[src/rtl/unidec_engine.sv]
// Unique-decodability search engine: walks dangling suffixes
// of a code table under externally supplied choices.
module unidec_engine #(
  parameter int CHAR_BITS  = 3,
  parameter int MAX_LEN    = 5,
  parameter int NUM_WORDS  = 8,
  parameter int STEP_LIMIT = 64,
  localparam int W  = MAX_LEN*CHAR_BITS+1,
  localparam int AW = $clog2(NUM_WORDS),
  localparam int LW = ($clog2(MAX_LEN-1) < 1) ? 1 : $clog2(MAX_LEN-1),
  localparam int SW = $clog2(STEP_LIMIT+1)
) (
  input  logic          clk,
  input  logic          rst_n,
  input  logic          tbl_we,
  input  logic [AW-1:0] tbl_addr,
  input  logic [W-1:0]  tbl_data,
  input  logic          tbl_valid,
  input  logic          start,
  input  logic [AW-1:0] start_sel,
  input  logic [AW-1:0] sel_word,
  input  logic [LW-1:0] sel_len,
  output logic          busy,
  output logic          found,
  output logic          trapped,
  output logic          timeout,
  output logic [SW-1:0] steps,
  output logic [W-1:0]  word
);

  typedef enum logic [2:0] {
    IDLE, RUN, FOUND, TRAP, TMO
  } state_t;

  state_t         state, state_n;
  logic [W-1:0]   tbl [NUM_WORDS];
  logic [NUM_WORDS-1:0] vld;
  logic           first, first_n;
  logic [W-1:0]   word_n;
  logic [SW-1:0]  steps_n;

  int             n;
  logic           lim_ok, pw_ok, po_ok;
  logic [W-1:0]   mask, other, pw, po;
  logic           hit_t, hit_f, hit_c, hit_d;

  // Code table; writes blocked while a search is running
  always_ff @(posedge clk or negedge rst_n) begin
    if (!rst_n) begin
      vld <= '0;
      for (int i = 0; i < NUM_WORDS; i++) tbl[i] <= '0;
    end else if (tbl_we && !busy) begin
      tbl[tbl_addr] <= tbl_data;
      vld[tbl_addr] <= tbl_valid;
    end
  end

  // Prefix views of the open suffix and the chosen table word
  always_comb begin
    n      = (int'(sel_len) + 1) * CHAR_BITS;
    lim_ok = (int'(sel_len) + 1) < MAX_LEN;
    mask   = (W'(1) << n) - W'(1);
    other  = tbl[sel_word];
    pw_ok  = lim_ok && ((word >> (n + 1)) != '0);
    po_ok  = lim_ok && ((other >> (n + 1)) != '0);
    pw     = (word & mask) | (W'(1) << n);
    po     = (other & mask) | (W'(1) << n);
    hit_t  = !vld[sel_word];
    hit_f  = !hit_t && !first && (word == other);
    hit_c  = !hit_t && !hit_f && pw_ok && (other == pw);
    hit_d  = !hit_t && !hit_f && !hit_c && po_ok && (po == word);
  end

  // Next state, next suffix and step accounting
  always_comb begin
    state_n = state;
    word_n  = word;
    steps_n = steps;
    first_n = first;
    if (start) begin
      word_n  = tbl[start_sel];
      steps_n = '0;
      first_n = 1'b1;
      state_n = vld[start_sel] ? RUN : TRAP;
    end else if (state == RUN) begin
      steps_n = steps + 1'b1;
      first_n = 1'b0;
      unique case (1'b1)
        hit_t: state_n = TRAP;
        hit_f: state_n = FOUND;
        hit_c: word_n = word >> n;
        hit_d: word_n = other >> n;
        default: begin
          state_n = TRAP;
          word_n  = '0;
        end
      endcase
      if (state_n == RUN && steps_n == SW'(STEP_LIMIT))
        state_n = TMO;
    end
  end

  // State, datapath and registered status decodes
  always_ff @(posedge clk or negedge rst_n) begin
    if (!rst_n) begin
      state   <= IDLE;
      word    <= '0;
      steps   <= '0;
      first   <= 1'b0;
      busy    <= 1'b0;
      found   <= 1'b0;
      trapped <= 1'b0;
      timeout <= 1'b0;
    end else begin
      state   <= state_n;
      word    <= word_n;
      steps   <= steps_n;
      first   <= first_n;
      busy    <= state_n == RUN;
      found   <= state_n == FOUND;
      trapped <= state_n == TRAP;
      timeout <= state_n == TMO;
    end
  end

endmodule

[config.mk]
export PLATFORM = sky130hd
export DESIGN_NAME = unidec_engine
export DESIGN_NICKNAME = d
export VERILOG_FILES = /design/src/rtl/unidec_engine.sv
export SDC_FILE = /design/constraint.sdc
export NUM_CORES = 1
export LEC_CHECK = 0
export ABC_AREA = 1
export CAP_MARGIN = 20
export CORE_MARGIN = 1
export CORE_UTILIZATION = 56
export CTS_CLUSTER_DIAMETER = 120
export DETAILED_ROUTE_END_ITERATION = 10
export PLACE_DENSITY = 0.89
export SYNTH_ARGS = -nofsm -noshare
export SYNTH_HDL_FRONTEND = slang
export SYNTH_SLANG_ARGS = --single-unit
[constraint.sdc]
create_clock -name clk -period 2.35 [get_ports clk]
set_input_delay 0.235 -clock clk [delete_from_list [all_inputs] [get_ports clk]]
set_output_delay 0.235 -clock clk [all_outputs]
set_load 0.05 [all_outputs]
==> summary.txt, run 1 <==
Yosys
  – Number of enable-type register cells in the synthesized netlist: 0
  – Cell accounting for the most synthesized area: dfrtp_1
  – Post-synth top area share: 0.354
  – Number of distinct standard cells referenced by the synthesized netlist: 45
  – Flop and latch count out of synthesis: ~170
  – Top cells by count, synth: nand2_1, nand3_1, o21ai_0
  – Gate Count Post-Synth: approximately 1800
  – Post-synthesis async set-or-reset flop share: 1.00
  – Syn Nets: approximately 1800
  – Most common cell in the netlist: nand2_1
  – Yosys warns: 0
  – Post-synthesis average cell area: around 6.5 µm²
  – Most used flip-flop cell after synthesis: dfrtp_1
  – Top cells by area in the synthesized netlist: dfrtp_1, nand2_1, nand3_1
  – Part of the Yosys area used for sequential elements: 0.354
  – Total standard cell area after synthesis: 11800 µm²

Floorplan
  – Initial standard-cell utilization of the core: 0.578
  – Floorplan die height: between 100 and 150 µm
  – Std cell rows: 52
  – Horizontal die dimension: around 150 µm
  – # IOs: 59

Placement
  – Placer congestion estimate: 1.25
  – Post-detailed-placement half-perimeter wirelength: ~33000 µm
  – I/O Buffers: 58

Clocking
  – Clock sink count: between 150 and 200
  – Depth of the CTS H-tree: 4
  – Bufs on Longest Clock Path: 2
  – Clk root buf: clkbuf_16
  – Number of buffers added by the clock tree synthesis step: 17

Global route
  – Number of global-route vias before repair: 18852
  – Global-route wire length before repair: ~120000 µm
  – Pin count of the biggest net entering global routing: 85
  – Overall track demand over capacity in global routing: 0.736
  – Congestion Overflow GR: 65

Run status
  – Run status: did not finish
  – Stage where the flow stopped: global routing (5_1_grt)
  – First reported error: [ERROR GRT-0116] Global routing finished with congestion. Check the congestion regions in the DRC Viewer.
metal layers:
metal	GRT overflow	global-route usage
met1	3	0.735
met2	32	0.866
met3	2	0.661
met4	27	0.669
met5	1	0.359
logic make-up after synthesis:
| logic type | share of synthesized area |
|---|---|
| compound gates | 0.182 |
| xor+xnor | 0.00817 |
| simple gates | 0.336 |
| buf+inv | 0.107 |
| fa+ha+maj | 0.0127 |
| flops | 0.354 |
stage by stage:
step	cell area [µm²]	util	std cells	hold slack [ps]	setup slack (ps)
after CTS	16300	0.796	2407	349	-573
after detailed placement	15100	0.739	2359	240	-1650
after global placement	15100	0.739	2359	233	-1450
after floorplan	12000	-	1804	-60.6	-1090
timing repair:
item,CTS
hold buffers,1
gates cloned,5
resized for setup,108
hold endpoints to repair,52
setup buffers,11
endpoints found under the setup margin,23
pin swaps,29
==> run 2, diff against run 1 <==
Settings changed: CORE_UTILIZATION 56 to 40, CTS_CLUSTER_DIAMETER 120 to not set, PLACE_DENSITY 0.89 to not set, PLACE_DENSITY_LB_ADDON set to 0.15.
Clock period 2.35 ns to 3.1 ns, I/O delays scaled along.
==> run 2 against run 1 <==
  * The flow now finishes, with violations (negative setup slack)
  * Area after synthesis is the same
  * Synthesized cell count is the same
==> summary.txt, run 2 <==
Clocking
  – Number of buffers added by the clock tree synthesis step: 17 (unchanged)
  – Depth of the CTS H-tree: 4 (unchanged)
  – Reg clk slew, reported paths: roughly 60 ps
  – Clk root buf: clkbuf_16 (unchanged)
  – Clock sink count: 167 (unchanged)
  – Clock latency on the worst-skew pair: 440 ps
  – TritonCTS clock tree: done
  – Bufs on Longest Clock Path: 2 (unchanged)

Pwr
  – Maximum vdd ir drop: between 400 and 500 µV
  – Total power density per cell area: about 570 nW/µm²
  – Reported leakage power: between 7 and 8 nW

Final layout
  – Post-layout util: 0.546
  – Total of fill cells in the finished design: between 2000 and 3000
  – Share of layout cells above drive strength 1: 0.223
  – Synth-to-Final Area Change: 33.6%
  – Finished layout cell area: about 16000 µm²
  – Most common library cell in the layout ignoring fill and taps: nand2_1
  – Most used cells in the layout excluding fill and tap cells: nand2_1, o21ai_0, buf_4, inv_1, nand3_1
  – Largest registers ranked by flip-flop count: tbl x128, word x16, vld x8
  – Register ranked first by flip-flop count: tbl
  – Number of nets in the final layout: between 2000 and 2500
  – Number of antenna diodes: 0
  – Number of flip-flops in the largest register: 128
  – Multi-input gate area: slightly above 7000 µm²
  – Register area: around 4200 µm²
  – Cell Count, Final, Fillers Out: 2426

STA
  – Actual slew at the worst max-slew pin: about 840 ps
  – Time the final worst path needs with I/O delays and setup: 3200 ps
  – Unrepaired setup endpoints after global routing: yes
  – Worst Hold Margin: about 460 ps
  – Count of pins over their slew limit: 0
  – Hold Fails Final Rpt: 0
  – Final number of setup-violating endpoints: 12
  – Final Skew: 10.7 ps
  – Worst slew margin: 0.437
  – Final period util: 1.03
  – Fmax: 312 MHz
  – Setup WS post-layout: -103 ps

Yosys
  – Most common cell in the netlist: nand2_1 (unchanged)
  – Top cells by count, synth: nand2_1, nand3_1, o21ai_0 (unchanged)
  – Syn Nets: 1848 (unchanged)
  – Gate Count Post-Synth: 1804 (unchanged)
  – Cell accounting for the most synthesized area: dfrtp_1 (unchanged)
  – Yosys warns: 0 (unchanged)
  – Total standard cell area after synthesis: 11800 µm² (unchanged)
  – Post-synth top area share: 0.354 (unchanged)
  – Top cells by area in the synthesized netlist: dfrtp_1, nand2_1, nand3_1 (unchanged)
  – Post-synthesis async set-or-reset flop share: 1.00 (unchanged)
  – Part of the Yosys area used for sequential elements: 0.354 (unchanged)
  – Post-synthesis average cell area: 6.54 µm² (unchanged)
  – Flop and latch count out of synthesis: 167 (unchanged)
  – Most used flip-flop cell after synthesis: dfrtp_1 (unchanged)
  – Number of distinct standard cells referenced by the synthesized netlist: 45 (unchanged)
  – Number of enable-type register cells in the synthesized netlist: 0 (unchanged)

Drt
  – Wire length after detailed routing: around 47000 µm
  – Vias per Instance: between 5 and 6
  – Number of DRC markers in iteration 0: roughly 1300
  – Drt wl/cell: slightly below 20 µm
  – Number of routed nets with antenna violations: 0
  – Drt drc: 0
  – Vias after detailed routing: 13233
  – First-pass detailed-route iteration total: 6

Placement
  – Area after DPL: 14400 µm² (was 15100 µm²)
  – I/O Buffers: 58 (unchanged)
  – Post-detailed-placement half-perimeter wirelength: 34900 µm (was 33100 µm)
  – Number of placed instances with taps included: 2385 (was 2359)
  – Placer congestion estimate: 1.01 (was 1.25)

Floorplan
  – Core box area: between 20000 and 30000 µm²
  – Floorplan die height: 174 µm (was 147 µm)
  – Area of the die: 30200 µm²
  – Initial standard-cell utilization of the core: 0.409 (was 0.578)
  – Horizontal die dimension: 174 µm (was 147 µm)
  – # IOs: 59 (unchanged)
  – Std cell rows: 62 (was 52)

Worst hold path
  – Worst Hold Class: input pin to async pin

Job
  – Max capacitance violation total: 0

Run status
  – Run status: finished, violations left (was did not finish)
  – Violations in the final reports: negative setup slack

Critical path
  – Worst EP arrival: ~3500 ps
  – Largest fanout of any net on the critical path: 10
  – Type of origin of the critical path: input pin
  – Class of the most critical setup path: input pin to register
  – Setup crit end kind: register
  – Required @ worst endpoint: 3430 ps

Global route
  – Number of global-route vias before repair: 12214
  – Pin count of the biggest net entering global routing: 85
  – Antenna violations before repair: 1
  – Congestion Overflow GR: 0
  – Global-route wire length before repair: approximately 72000 µm
  – Overall track demand over capacity in global routing: 0.315
## run 2: cell counts after synthesis
No cell type changed its count.
## run 2: critical path, cell delays in order
cell	delay [ps]
buf_4	140
inv_1	110
buf_4	160
ha_1	170
inv_1	60
o21ai_0	300
buf_4	180
nand3_1	120
nand2_1	90
nand2_1	50
nand2_1	60
nand4_1	100
a21oi_2	150
buf_4	140
nor2_1	40
nand3_2	80
nand2_1	60
inv_2	170
buf_4	230
nand3_2	110
nand3_2	110
nand3_2	110
nand3_2	90
nand2_2	70
nand2_2	110
nand3_1	80
nand2_1	60
inv_1	30
## run 2: report_power, final
part | total (mW) | switching [mW] | internal [mW]
combinational | 3.70 | 2.29 | 1.42
sequential | 3.15 | 0.401 | 2.75
clock | 2.16 | 0.910 | 1.25
## run 2: per-layer routing
layer  share of wire  global-route usage
met1            0.42               0.415
met2            0.46               0.505
met3           0.077              0.0632
met4           0.037               0.126
met5               0                   0
## run 2: repair_timing
| action | 4_1_cts | 5_1_grt |
|---|---|---|
| pin swaps | 4 | 55 |
| hold buffers | 1 | 0 |
| resized for setup | 29 | 119 |
| endpoints found under the setup margin | 23 | 23 |
| endpoints found under the hold margin | 68 | 0 |
| cloned | 0 | 3 |
| setup buffers | 1 | 4 |
## run 2: area by class of cell
class / instances / share of cell area
clock buffers: 22 / 0.0301
clock inverters: 10 / 0.00762
inverters: 206 / 0.0514
multi-input cells: 1339 / 0.450
flip-flops and latches: 167 / 0.265
well taps: 384 / 0.0305
repair buffers: 298 / 0.165
## run 2: stage by stage
step	power, mW	worst slack (ps)	TNS [ps]
after detailed placement	6.67	-1060	-20890
after CTS	8.88	5.96	0
final	9.02	-103	-461
after global placement	6.62	-1050	-19720
after floorplan	5.13	-412	-6560
after global routing	9.57	-318	-5140
## run 2: worst paths after layout
path / startpoint / to / slack, ps / depth (start not counted)
min in group clk: tbl_valid / vld[5] / 470 / 3
min reg2reg: tbl[94] / tbl[94] / 490 / 2
max reg2reg: tbl[2] / word[0] / 10 / 24
min: rst_n / tbl[59] / 460 / 2
max: sel_len[1] / word[0] / -100 / 28
max in group asynchronous: rst_n / word[3] / 1780 / 3
## run 2: cells by family (layout without fill, tap and decap cells)
group / count (synthesis) / in the layout / synth area share
AOI/OAI and AO/OA: 393 / 393 / 0.182
xor gates and xnor gates: 11 / 11 / 0.00817
adders and majority gates: 12 / 12 / 0.0127
buffers and inverters: 299 / 536 / 0.107
DFF: 167 / 167 / 0.354
and+or+nand+nor: 922 / 923 / 0.336
Note: power is estimated with default switching activity, not from simulation.
==> run 3, diff against run 2 <==
Clock period 3.1 ns to 2.8 ns, I/O delays scaled along.
==> run 3 against run 2 <==
  * The flow still finishes with violations (negative setup slack)
  * Total power increased by 19%
  * Setup slack got worse by 180 ps
  * Cell count increased by 4.7%
  * Critical path depth increased by 1
  * Combinational power increased by 31%
  * Critical endpoint is now word[9]
  * Largest cell class unchanged
==> summary.txt, run 3 (synthesis results as in run 2) <==
Drt
  – Drt wl/cell: 18.9 µm (was 19.6 µm)
  – First-pass detailed-route iteration total: 7 (was 6)
  – Number of DRC markers in iteration 0: 1248 (was 1256)
  – Number of routed nets with antenna violations: 0 (unchanged)
  – Drt drc: 0 (unchanged)
  – Met2 wire length: 22300 µm (was 21900 µm)
  – Top routing layer in use: met4 (unchanged)
  – Wire length on met1: 20600 µm (was 20100 µm)
  – Wire length after detailed routing: 47900 µm (was 47400 µm)
  – Vias per Instance: 5.40 (was 5.45)
  – Vias after detailed routing: 13722 (was 13233)
  – Wire length on met3: 3020 µm (was 3650 µm)

Clocking
  – Number of buffers added by the clock tree synthesis step: 17 (unchanged)
  – TritonCTS clock tree: done (unchanged)
  – Clock latency on the worst-skew pair: 440 ps (about the same)
  – Reg clk slew, reported paths: 70 ps (was 60 ps)
  – Clk root buf: clkbuf_16 (unchanged)
  – Clock sink count: 167 (unchanged)
  – Bufs on Longest Clock Path: 2 (unchanged)
  – Depth of the CTS H-tree: 4 (unchanged)

Critical path
  – Class of the most critical setup path: input pin to register (unchanged)
  – Delay of the slowest cell on the worst path: 220 ps (was 300 ps)
  – Setup crit end kind: register (unchanged)
  – Worst EP arrival: 3450 ps (was 3530 ps)
  – Slowest stage cell, crit path: ha_4 (was o21ai_0)
  – Required @ worst endpoint: 3170 ps (was 3430 ps)
  – Type of origin of the critical path: input pin (unchanged)
  – Largest fanout of any net on the critical path: 7 (was 10)

Floorplan
  – Std cell rows: 62 (unchanged)
  – Horizontal die dimension: 174 µm (unchanged)
  – Floorplan die height: 174 µm (unchanged)
  – Initial standard-cell utilization of the core: 0.409 (unchanged)
  – # IOs: 59 (unchanged)
  – Area of the die: 30200 µm² (unchanged)
  – Core box area: 28900 µm² (unchanged)

Final layout
  – Number of nets in the final layout: 2188 (was 2073)
  – Share of layout cells above drive strength 1: 0.276 (was 0.223)
  – Number of antenna diodes: 0 (unchanged)
  – Most used cells in the layout excluding fill and tap cells: nand2_1, buf_4, o21ai_0, inv_1, dfrtp_1 (was nand2_1, o21ai_0, buf_4, inv_1, nand3_1)
  – Register ranked first by flip-flop count: tbl (unchanged)
  – Synth-to-Final Area Change: 43.5% (was 33.6%)
  – Most common library cell in the layout ignoring fill and taps: nand2_1 (unchanged)
  – Number of flip-flops in the largest register: 128 (unchanged)
  – Cell Count, Final, Fillers Out: 2541 (was 2426)
  – Largest registers ranked by flip-flop count: tbl x128, word x16, vld x8 (unchanged)

STA
  – Fmax: 324 MHz
  – Hold Fails Final Rpt: 0 (unchanged)
  – Setup TNS after final layout: -4810 ps (was -461 ps)
  – Unrepaired setup endpoints after global routing: yes (unchanged)
  – Final period util: 1.10
  – Actual slew at the worst max-slew pin: 673 ps (was 844 ps)
  – Final number of setup-violating endpoints: 23 (was 12)
  – Setup WS post-layout: -284 ps (was -103 ps)
  – Final Skew: 10.6 ps (was 10.7 ps)
  – Time the final worst path needs with I/O delays and setup: 3080 ps
  – Count of pins over their slew limit: 0 (unchanged)
  – Worst slew margin: 0.549 (was 0.437)

Global route
  – Antenna violations before repair: 0 (was 1)
  – Congestion Overflow GR: 0 (unchanged)
  – Pin count of the biggest net entering global routing: 85 (unchanged)
  – Global-route wire length before repair: 73700 µm (was 72300 µm)
  – Number of global-route vias before repair: 12998 (was 12214)
  – Overall track demand over capacity in global routing: 0.317 (was 0.315)

Run status
  – Violations in the final reports: negative setup slack (unchanged)
  – Run status: finished, violations left (unchanged)

Placement
  – Number of placed instances with taps included: 2477 (was 2385)
  – Post-detailed-placement half-perimeter wirelength: 34700 µm (was 34900 µm)
  – Placer congestion estimate: 1.03 (was 1.01)
  – I/O Buffers: 58 (unchanged)

Worst hold path
  – Worst Hold Class: input pin to async pin (unchanged)

Pwr
  – Maximum vdd ir drop: 368 µV (was 485 µV)
  – Total power density per cell area: 635 nW/µm² (was 572 nW/µm²)
  – Reported leakage power: 8.27 nW (was 7.59 nW)
  – Total power consumption of the routed design: 10.8 mW (was 9.02 mW)

Job
  – Max capacitance violation total: 0 (unchanged)
-- run 3: critical path, delay by kind of cell --
family | cells | cell delay, ps
fa+ha+maj | 3 | 610
simple gates | 15 | 1310
xor+xnor | 1 | 200
compound gates | 2 | 270
buf+inv | 8 | 800
-- run 3: per-stage QoR --
| stage | util | worst slack [ps] | instance area [µm²] | hold WS [ps] |
|---|---|---|---|---|
| 2_1_floorplan | - | -682 | 12000 | -15.6 |
| 4_1_cts | 0.564 | -127 | 16300 | 397 |
| 3_3_place_gp | 0.526 | -1190 | 15200 | 291 |
| 5_1_grt | 0.587 | -449 | 16900 | 423 |
| 3_5_place_dp | 0.526 | -1280 | 15200 | 297 |
| 6_report | 0.587 | -284 | 16900 | 378 |
-- run 3: what timing repair did --
action / 4_1_cts / 5_1_grt
cloned: 2 / 1
endpoints found under the setup margin: 23 / 23
hold endpoints to repair: 56 / 0
pin swaps: 29 / 52
hold buffers: 1 / 0
buffers inserted: 14 / 15
gates resized for setup: 81 / 115
-- run 3: final timing paths --
kind / startpoint / end / slack (ps) / depth (start not counted)
worst max register to register: tbl[78] / word[9] / -250 / 24
worst min-delay path: rst_n / tbl[108] / 380 / 2
worst max-delay path: sel_len[0] / word[9] / -280 / 29
min in group clk: tbl_valid / vld[5] / 420 / 3
max in group asynchronous: rst_n / word[2] / 1680 / 3
worst min register to register: tbl[92] / tbl[92] / 490 / 2
-- run 3: final cells by class --
cell class | count | area, µm²
inverter | 206 | 815
sequential | 167 | 4180
multi-input combinational | 1339 | 7300
clock buffer | 18 | 439
clock inverter | 14 | 173
timing repair buffer | 413 | 3540
tap | 384 | 480
fill | 2765 | 11900
-- run 3: metal layers --
layer / up-vias / track usage
met5: - / 0
met4: 0 / 0.146
met3: 94 / 0.0487
met2: 516 / 0.511
met1: 6488 / 0.418
li1: 6624 / -
-- run 3: report_power, final --
part	total (mW)	switching (mW)	leakage [nW]	internal (mW)
clock	2.48	1.04	0.297	1.43
sequential	3.42	0.371	2.08	3.05
combinational	4.86	2.75	5.89	2.10
==> run 4, diff against run 3 <==
Clock period 2.8 ns to 2.5 ns, I/O delays scaled along.
==> run 4 against run 3 <==
  * The flow still finishes with violations (negative setup slack)
  * Die area did not move
  * Critical path type unchanged
  * Critical path depth increased by 2
  * Largest power group unchanged
  * Via count grew 1.3%
  * Critical endpoint is now word[1]
==> summary.txt, run 4 (synthesis results as in run 2) <==
Final layout
  – Share of layout cells above drive strength 1: 0.278 (was 0.276)
  – Total of fill cells in the finished design: 2794 (was 2765)
  – Largest registers ranked by flip-flop count: tbl x128, word x16, vld x8 (unchanged)
  – Number of flip-flops in the largest register: 128 (unchanged)
  – Most used cells in the layout excluding fill and tap cells: nand2_1, buf_4, o21ai_0, inv_1 (was nand2_1, buf_4, o21ai_0, inv_1, dfrtp_1)
  – Most common library cell in the layout ignoring fill and taps: nand2_1 (unchanged)
  – Register ranked first by flip-flop count: tbl (unchanged)
  – Synth-to-Final Area Change: 44.3% (was 43.5%)
  – Number of antenna diodes: 0 (unchanged)
  – Post-layout util: 0.590 (was 0.587)
  – Finished layout cell area: 17000 µm² (was 16900 µm²)
  – Number of nets in the final layout: 2224 (was 2188)
  – Cell Count, Final, Fillers Out: 2577 (was 2541)

Drt
  – First-pass detailed-route iteration total: 6 (was 7)
  – Number of DRC markers in iteration 0: 1264 (was 1248)
  – Vias per Instance: 5.39 (was 5.40)
  – Vias after detailed routing: 13900 (was 13722)
  – Drt wl/cell: 19.0 µm (was 18.9 µm)
  – Number of routed nets with antenna violations: 0 (unchanged)
  – Drt drc: 0 (unchanged)
  – Wire length after detailed routing: 48900 µm (was 47900 µm)

Critical path
  – Worst setup path startpoint: sel_len[0] (unchanged)
  – Slowest stage cell, crit path: ha_4 (unchanged)
  – Worst reg2reg path startpoint: tbl[84] (was tbl[78])
  – Worst EP arrival: 3400 ps (was 3450 ps)
  – Largest fanout of any net on the critical path: 6 (was 7)
  – Type of origin of the critical path: input pin (unchanged)
  – Delay of the slowest cell on the worst path: 280 ps (was 220 ps)
  – Required @ worst endpoint: 2880 ps (was 3170 ps)
  – Class of the most critical setup path: input pin to register (unchanged)
  – Most used cell along the critical path: nand2_1
  – Setup crit end kind: register (unchanged)

STA
  – Final period util: 1.21
  – Count of pins over their slew limit: 0 (unchanged)
  – Setup WS post-layout: -524 ps (was -284 ps)
  – Time the final worst path needs with I/O delays and setup: 3020 ps
  – Hold Fails Final Rpt: 0 (unchanged)
  – Final number of setup-violating endpoints: 23 (unchanged)
  – Unrepaired setup endpoints after global routing: yes (unchanged)
  – Worst Hold Margin: 377 ps (was 378 ps)
  – Final Skew: 10.2 ps (was 10.6 ps)
  – Worst slew margin: 0.564 (was 0.549)
  – Actual slew at the worst max-slew pin: 654 ps (was 673 ps)
  – Fmax: about 330 MHz
  – Setup TNS after final layout: -10080 ps (was -4810 ps)

Global route
  – Global-route wire length before repair: 75100 µm (was 73700 µm)
  – Pin count of the biggest net entering global routing: 85 (unchanged)
  – Antenna violations before repair: 0 (unchanged)
  – Congestion Overflow GR: 0 (unchanged)
  – Overall track demand over capacity in global routing: 0.325 (was 0.317)
  – Number of global-route vias before repair: 13200 (was 12998)

Floorplan
  – Std cell rows: 62 (unchanged)
  – Initial standard-cell utilization of the core: 0.409 (unchanged)
  – # IOs: 59 (unchanged)
  – Core box area: 28900 µm² (unchanged)
  – Horizontal die dimension: 174 µm (unchanged)
  – Area of the die: 30200 µm² (unchanged)
  – Floorplan die height: 174 µm (unchanged)

Clocking
  – Number of buffers added by the clock tree synthesis step: 17 (unchanged)
  – Reg clk slew, reported paths: 70 ps (about the same)
  – Clock latency on the worst-skew pair: 440 ps (about the same)
  – Depth of the CTS H-tree: 4 (unchanged)
  – TritonCTS clock tree: done (unchanged)
  – Clk root buf: clkbuf_16 (unchanged)
  – Clock sink count: 167 (unchanged)
  – Bufs on Longest Clock Path: 2 (unchanged)

Run status
  – Violations in the final reports: negative setup slack (unchanged)
  – Run status: finished, violations left (unchanged)

Pwr
  – Total power density per cell area: 715 nW/µm² (was 635 nW/µm²)
  – Total power consumption of the routed design: 12.2 mW (was 10.8 mW)
  – Reported leakage power: 8.37 nW (was 8.27 nW)
  – Maximum vdd ir drop: 440 µV (was 368 µV)

Placement
  – Post-detailed-placement half-perimeter wirelength: 35400 µm (was 34700 µm)
  – Number of placed instances with taps included: 2517 (was 2477)
  – I/O Buffers: 58 (unchanged)
  – Placer congestion estimate: 0.984 (was 1.03)
  – Area after DPL: 15500 µm² (was 15200 µm²)
  – Place WS: -1520 ps (was -1280 ps)

Worst hold path
  – Worst Hold Class: input pin to async pin (unchanged)

Job
  – Max capacitance violation total: 0 (unchanged)
## run 4: cell count changes in the layout (fill, tap and decap cells not counted), sizes merged
cell,previous run,this run
buf,359,396
clkinvlp,2,4
clkbuf,19,21
inv,207,205
clkinv,8,5
## run 4: final cells by class
| cell class | count | area (µm²) | area share |
|---|---|---|---|
| clock inverter | 11 | 148 | 0.00867 |
| sequential | 167 | 4180 | 0.245 |
| multi-input combinational | 1339 | 7110 | 0.418 |
| inverter | 206 | 817 | 0.0480 |
| clock buffer | 21 | 460 | 0.0270 |
| tap | 384 | 480 | 0.0282 |
| timing repair buffer | 449 | 3830 | 0.225 |
## run 4: what timing repair did
item                                   CTS  global route
endpoints found under the hold margin   61             0
hold buffers                             1             0
pin swaps                               35            38
gates cloned                             1             0
buffers inserted                        19             7
gates resized for setup                102            56
setup endpoints to repair               23            23
## run 4: worst paths after layout
path | end | slack (ps) | depth (start not counted)
min in group clk | vld[5] | 410 | 3
worst min register to register | tbl[24] | 490 | 2
worst max register to register | word[1] | -500 | 26
worst max-delay path | word[1] | -520 | 31
max in group asynchronous | timeout | 1380 | 3
worst min-delay path | tbl[123] | 380 | 2
## run 4: worst max-delay path: cells and delay by family
kind | cells | cell delay [ps]
adder cells (fa/ha/maj) | 3 | 660
buffers and inverters | 7 | 620
AND/OR/NAND/NOR | 21 | 1810
## run 4: where the power goes
group	switching [mW]	internal (mW)	leakage (nW)
combinational	3.09	2.49	6.00
sequential	0.416	3.41	2.08
clock	1.15	1.63	0.286
total	4.65	7.52	8.37
## run 4: per-layer routing
layer	track usage	vias to the layer above	part of all wire
met1	0.432	6581	0.43
li1	-	6689	-
met2	0.526	520	0.46
met3	0.0478	110	0.061
met5	0	-	0
met4	0.143	0	0.044
